$ cat config.mk
export PLATFORM = sky130hd
export DESIGN_NAME = pit_reload_seq
export DESIGN_NICKNAME = d
export VERILOG_FILES = /design/src/rtl/pit_seq_pkg.sv /design/src/rtl/pit_seq_tbl.sv /design/src/rtl/pit_reload_seq.sv
export SDC_FILE = /design/constraint.sdc
export NUM_CORES = 1
export LEC_CHECK = 0
export BUFFER_PORTS_ARGS = -buffer_cell sky130_fd_sc_hd__buf_2
export CELL_PAD_IN_SITES_DETAIL_PLACEMENT = 2
export CELL_PAD_IN_SITES_GLOBAL_PLACEMENT = 2
export CORE_MARGIN = 2
export CORE_UTILIZATION = 41
export CTS_BUF_LIST = sky130_fd_sc_hd__clkbuf_8
export CTS_CLUSTER_DIAMETER = 200
export CTS_CLUSTER_SIZE = 14
export DETAILED_ROUTE_END_ITERATION = 12
export GPL_TIMING_DRIVEN = 0
export PLACE_DENSITY = 0.92
export SYNTH_ARGS = -nofsm -noshare
export SYNTH_HDL_FRONTEND = slang
export SYNTH_SLANG_ARGS = --single-unit
$ cat constraint.sdc
create_clock -name bus_clk -period 3 [get_ports bus_clk]
set_input_delay 0.6 -clock bus_clk [delete_from_list [all_inputs] [get_ports bus_clk]]
set_output_delay 0.6 -clock bus_clk [all_outputs]
set_load 0.01 [all_outputs]
$ cat src/rtl/pit_seq_pkg.sv
// PIT reload sequencer shared types: FSM state encoding and the
// PIT modulo-register write strobe patterns.
package pit_seq_pkg;

  typedef enum logic [1:0] {
    IDLE    = 2'd0,
    LOAD_W  = 2'd1,
    LOAD_LO = 2'd2,
    LOAD_HI = 2'd3
  } seq_state_t;

  localparam logic [3:0] WR_NONE     = 4'b0000;
  localparam logic [3:0] WR_MOD_FULL = 4'b1100;
  localparam logic [3:0] WR_MOD_LO   = 4'b0100;
  localparam logic [3:0] WR_MOD_HI   = 4'b1000;

  // Next table index: wraps to 0 once idx reaches (or passed) len.
  function automatic logic [4:0] seq_adv(
    input logic [4:0] idx,
    input logic [4:0] len
  );
    return (idx >= len) ? 5'd0 : idx + 5'd1;
  endfunction

endpackage

$ cat src/rtl/pit_seq_tbl.sv
// Reload table: TBL_DEPTH x COUNT_SIZE registers, one write port,
// one asynchronous read port (same-cycle read of a written entry sees the
// old value). Ports: bus_clk, async_rst_b, sync_reset, we/waddr/wdata,
// raddr/rdata. Contents clear on either reset.
module pit_seq_tbl #(
  parameter int COUNT_SIZE = 16,
  parameter int TBL_DEPTH  = 8,
  localparam int TBL_AW    = $clog2(TBL_DEPTH)
) (
  input  logic                  bus_clk,
  input  logic                  async_rst_b,
  input  logic                  sync_reset,
  input  logic                  we,
  input  logic [TBL_AW-1:0]     waddr,
  input  logic [COUNT_SIZE-1:0] wdata,
  input  logic [TBL_AW-1:0]     raddr,
  output logic [COUNT_SIZE-1:0] rdata
);

  logic [COUNT_SIZE-1:0] mem [TBL_DEPTH];

  always_ff @(posedge bus_clk or negedge async_rst_b) begin
    if (!async_rst_b) begin
      for (int i = 0; i < TBL_DEPTH; i++)
        mem[i] <= '0;
    end else if (sync_reset) begin
      for (int i = 0; i < TBL_DEPTH; i++)
        mem[i] <= '0;
    end else if (we) begin
      mem[waddr] <= wdata;
    end
  end

  assign rdata = mem[raddr];

endmodule

$ cat src/rtl/pit_reload_seq.sv
// PIT reload sequencer: on each rollover writes the next modulo table
// entry through the shared PIT register write port; host always wins.
// Ports: bus_clk, async_rst_b, sync_reset, host_wdata/host_wregs in,
// write_bus/write_regs out, cnt_flag_o, seq_en, seq_len, tbl_we/addr/wdata,
// ovr_clr, seq_idx, seq_busy, seq_ovr, seq_wrap, seq_irq_o.
// Optional: define PIT_SEQ_IRQ_EN for the sticky wrap interrupt.
module pit_reload_seq
  import pit_seq_pkg::*;
#(
  parameter int COUNT_SIZE = 16,
  parameter int DWIDTH     = 16,
  parameter int TBL_DEPTH  = 8,
  localparam int TBL_AW    = $clog2(TBL_DEPTH)
) (
  input  logic                  bus_clk,
  input  logic                  async_rst_b,
  input  logic                  sync_reset,
  input  logic [DWIDTH-1:0]     host_wdata,
  input  logic [3:0]            host_wregs,
  output logic [DWIDTH-1:0]     write_bus,
  output logic [3:0]            write_regs,
  input  logic                  cnt_flag_o,
  input  logic                  seq_en,
  input  logic [TBL_AW-1:0]     seq_len,
  input  logic                  tbl_we,
  input  logic [TBL_AW-1:0]     tbl_addr,
  input  logic [COUNT_SIZE-1:0] tbl_wdata,
  input  logic                  ovr_clr,
  output logic [TBL_AW-1:0]     seq_idx,
  output logic                  seq_busy,
  output logic                  seq_ovr,
  output logic                  seq_wrap,
  output logic                  seq_irq_o
);

  seq_state_t state, state_nxt;

  logic [COUNT_SIZE-1:0] tbl_rd;
  logic [3:0]            seq_regs;
  logic [DWIDTH-1:0]     seq_bus;
  logic                  host_act;
  logic                  grant;
  logic                  adv;
  logic                  ovr_set;
  logic [TBL_AW-1:0]     idx_adv;
  logic [4:0]            adv_w;

  pit_seq_tbl #(
    .COUNT_SIZE (COUNT_SIZE),
    .TBL_DEPTH  (TBL_DEPTH)
  ) u_tbl (
    .bus_clk     (bus_clk),
    .async_rst_b (async_rst_b),
    .sync_reset  (sync_reset),
    .we          (tbl_we),
    .waddr       (tbl_addr),
    .wdata       (tbl_wdata),
    .raddr       (seq_idx),
    .rdata       (tbl_rd)
  );

  assign host_act = |host_wregs;
  assign grant    = !host_act;
  assign seq_busy = (state != IDLE);
  assign ovr_set  = cnt_flag_o && seq_en && seq_busy;

  assign adv_w   = seq_adv(5'(seq_idx), 5'(seq_len));
  assign idx_adv = adv_w[TBL_AW-1:0];

  // Strobes only issue while enabled; a drop of seq_en silences the
  // port in the same cycle and sends the FSM home.
  always_comb begin
    state_nxt = state;
    adv       = 1'b0;
    seq_regs  = WR_NONE;
    seq_bus   = '0;
    if (!seq_en) begin
      state_nxt = IDLE;
    end else begin
      unique case (state)
        IDLE: begin
          if (cnt_flag_o)
            state_nxt = (DWIDTH == 16) ? LOAD_W : LOAD_LO;
        end
        LOAD_W: begin
          seq_regs = WR_MOD_FULL;
          seq_bus  = DWIDTH'(tbl_rd);
          if (grant) begin
            state_nxt = IDLE;
            adv       = 1'b1;
          end
        end
        LOAD_LO: begin
          seq_regs = WR_MOD_LO;
          seq_bus  = DWIDTH'(tbl_rd[7:0]);
          if (grant)
            state_nxt = LOAD_HI;
        end
        LOAD_HI: begin
          seq_regs = WR_MOD_HI;
          seq_bus  = DWIDTH'(tbl_rd[15:8]);
          if (grant) begin
            state_nxt = IDLE;
            adv       = 1'b1;
          end
        end
        default: state_nxt = IDLE;
      endcase
    end
  end

  assign write_regs = host_act ? host_wregs : seq_regs;
  assign write_bus  = host_act ? host_wdata : seq_bus;

  always_ff @(posedge bus_clk or negedge async_rst_b) begin
    if (!async_rst_b) begin
      state    <= IDLE;
      seq_idx  <= '0;
      seq_ovr  <= 1'b0;
      seq_wrap <= 1'b0;
    end else if (sync_reset) begin
      state    <= IDLE;
      seq_idx  <= '0;
      seq_ovr  <= 1'b0;
      seq_wrap <= 1'b0;
    end else begin
      state    <= state_nxt;
      seq_wrap <= adv && (idx_adv == '0);
      seq_ovr  <= ovr_set | (seq_ovr & ~ovr_clr);
      if (!seq_en)
        seq_idx <= '0;
      else if (adv)
        seq_idx <= idx_adv;
    end
  end

`ifdef PIT_SEQ_IRQ_EN
  logic irq_q;

  always_ff @(posedge bus_clk or negedge async_rst_b) begin
    if (!async_rst_b)
      irq_q <= 1'b0;
    else if (sync_reset)
      irq_q <= 1'b0;
    else
      irq_q <= seq_wrap | (irq_q & ~ovr_clr);
  end

  assign seq_irq_o = irq_q;
`else
  assign seq_irq_o = 1'b0;
`endif

endmodule

==> results.yml <==
outcome:
  outcome: "finished with violations"
  violations: "negative setup slack"
worst_setup_path:
  crit_start: "seq_idx[0]$_DFFE_PN0P_"
  setup.worst_path.class: "register to output port"
  start_kind: "register"
  required_ns: 2.40
  cp_max_fo: 7
  crit_arrival_ns: 2.73
  end_kind: "output port"
  timing.rr.start: "seq_idx[0]$_DFFE_PN0P_"
timing:
  fin_crit_ns: 3.333
  finalSetupViolCount: 16
  tightestPinTransition_ns: 0.9655
  rsz0062_at_grt: "yes"
  maxSlewHeadroom_pct: 35.64
  hold_ws_ns: 0.04092
  drv_slew: 0
  finalHoldViolCount: 0
  fmax_mhz: 300.0
  setup_slack_ns: -0.3330
  fin_skew_ns: 0.01097
  fin_crit_sh_pct: 111.1
floorplan:
  start_util_pct: 41.87
  row_count: 47
  coreArea_mm2: 0.01658
  dieWidth_um: 134.1
  die_h_um: 134.1
  die_area_mm2: 0.01799
  ioPinCount: 76
synthesis:
  syn_area_mm2: 0.006943
  syn_area_per_cell_um2: 9.076
  synth_cells: 765
  ys_types: 43
  ys_seq_area_share_pct: 48.66
  synth_seq_cells: 135
  yosysTopAreaCell: "dfrtp_1"
  yosysWarnings: 0
  ys_async_sr_fraction_pct: 100.0
  synth-edff-count: 0
  synth_top_cell_area_share_pct: 48.66
  synth_fp_nets: 822
  ys_top_cells_by_area: "dfrtp_1 49%, nand2_1 15%, a21oi_1 9.6%"
  ys.flop_type: "dfrtp_1"
placement:
  place.gp.congestion: 0.8576
  io_buffers: 56
  dp_slack_ns: 0.04031
  place_hpwl_um: 20290
power:
  p_int_mw: 3.051
  p_seq_share_pct: 43.3
  power_frac_comb_pct: 10.5
  p_switching_mw: 1.312
  clkPwrFrac_pct: 46.2
  p_leak_nw: 3.534
  irDropWorstVdd_mv: 0.5872
  p_sw_share_pct: 30.07
  power_density_mw_per_mm2: 504.6
routing:
  vias: 7788
  drtIter0Drc: 1095
  met2_wirelength_um: 18530
  top_layer: "met4"
  drc_errors: 0
  wl_per_cell_um: 38.65
  wl_met3_um: 4800
  dr.pass1.iters: 5
  wirelength_um: 42240
  vias_per_cell: 7.125
  ant_nets: 0
  drt-met1-wl_um: 14950
global_routing:
  grt_pass1_vias: 7957
  antenna_found_initial: 2
  grt_pass1_wl_um: 53590
  grt_max_degree: 86
  gr-total-overflow: 0
  globalRouteTotalUtil_pct: 41.13
final_layout:
  most-common-layout-cells: "274 x nand2_1, 133 x a21oi_1, 133 x dfrtp_1"
  layout_commonest_cell: "nand2_1"
  nets: 915
  final_core_util_pct: 52.14
  area_delta_synth_final_pct: 24.54
  drive_gt1_share_pct: 25.14
  n_fill_cell: 1696
clock_tree:
  cts_buffer_depth: 2
  cts.sinks: 135
  cts_inserted_buffers: 17
  cts_tree: "built"
  insertion_delay_ns: 0.51
  htreeDepth: 4
  clockRootBuffer: "clkbuf_8"
  clk_pin_slew_ns: 0.09
flow_run:
  cap_violations: 0
worst_hold_path:
  hp-class: "primary input to asynchronous set/reset pin"
cell families after synthesis:
logic type / synth area share (%)
adder cells (fa/ha/maj): 1.442
flip-flops: 48.66
AO/OA/AOI/OAI: 14.16
multiplexers: 11.41
other: 0.05401
buffers and inverters: 5.082
AND/OR/NAND/NOR: 19.19
synth_stat cells (6+ instances only):
library cell	n
nor2b_1	6
inv_1	8
nand2_1	274
nand3_1	8
clkbuf_1	29
dfrtp_1	135
buf_2	23
nand2b_1	14
mux4_2	24
a32oi_1	6
a22oi_1	7
nor2_1	12
a21oi_1	133
o21ai_1	11
mux2i_1	24
ha_1	8
per-layer routing:
metal | track usage [%] | up-vias
met5 | 0 | -
met2 | 64.93 | 780
met3 | 12.24 | 313
li1 | - | 2786
met1 | 48.38 | 3909
met4 | 28.48 | 0
stage by stage:
step	setup TNS, ns	total power, mW	cell area (um2)	std cells
floorplan	0	2.084	6943	765
CTS	-0.8627	4.176	8254	1078
finish	-2.291	4.363	8647	1093
global placement	-65.91	2.239	7498	1041
global route	-2.189	4.399	8642	1091
detailed placement	0	2.277	7532	1042
worst paths after layout:
| path | end | slack, ns | cells after the start |
|---|---|---|---|
| min | u_tbl.mem[48]$_DFFE_PN0P_ | 0.04 | 1 |
| min in group bus_clk | seq_ovr$_DFF_PN0_ | 0.39 | 3 |
| max | write_bus[1] | -0.33 | 9 |
| min reg2reg | u_tbl.mem[18]$_DFFE_PN0P_ | 0.54 | 2 |
| max in group asynchronous | seq_idx[2]$_DFFE_PN0P_ | 2.13 | 2 |
| max reg2reg | seq_idx[1]$_DFFE_PN0P_ | 0.23 | 10 |
critical path, cell delays in order (launching register included):
cell and delay [ns]:
dfrtp_1 0.39, buf_6 0.19, buf_12 0.17, buf_12 0.15, buf_4 0.11, mux2i_1 0.28
a22oi_2 0.17, a32oi_4 0.49, o21ai_2 0.12, buf_6 0.15
registers in the layout, indices dropped and copies added, names as in the netlist:
| name | cells |
|---|---|
| seq_ovr | 1 |
| seq_idx | 3 |
| u_tbl.mem | 128 |
| state | 2 |
| seq_wrap | 1 |
power groups by stage:
stage                     sequential (mW)  clock (mW)  combinational [mW]
final                                1.89        2.01               0.458
after detailed placement             1.91           0               0.364
after global placement               1.91           0               0.333
after floorplan                      1.90           0               0.181
after global routing                 1.89        2.04               0.472
after CTS                            1.88        1.91               0.384
cell type report:
type | instances | area [um2] | area share [%]
clock inverters | 15 | 250.2 | 2.894
plain buffers | 64 | 377.9 | 4.370
clock buffers | 17 | 234.0 | 2.706
repair buffers | 74 | 550.5 | 6.367
well taps | 220 | 275.3 | 3.183
inverters | 8 | 30.03 | 0.3473
multi-input cells | 558 | 3543 | 40.98
diodes | 2 | 5.005 | 0.05788
flip-flops and latches | 135 | 3381 | 39.10
what timing repair did:
action / CTS / global route
hold buffers: 0 / 0
endpoints found under the setup margin: 15 / 15
buffers inserted: 4 / 9
cloned: 0 / 4
pin swaps: 3 / 13
hold endpoints to repair: 0 / 0
gates resized for setup: 40 / 43
Note: power is estimated with default switching activity, not from simulation.
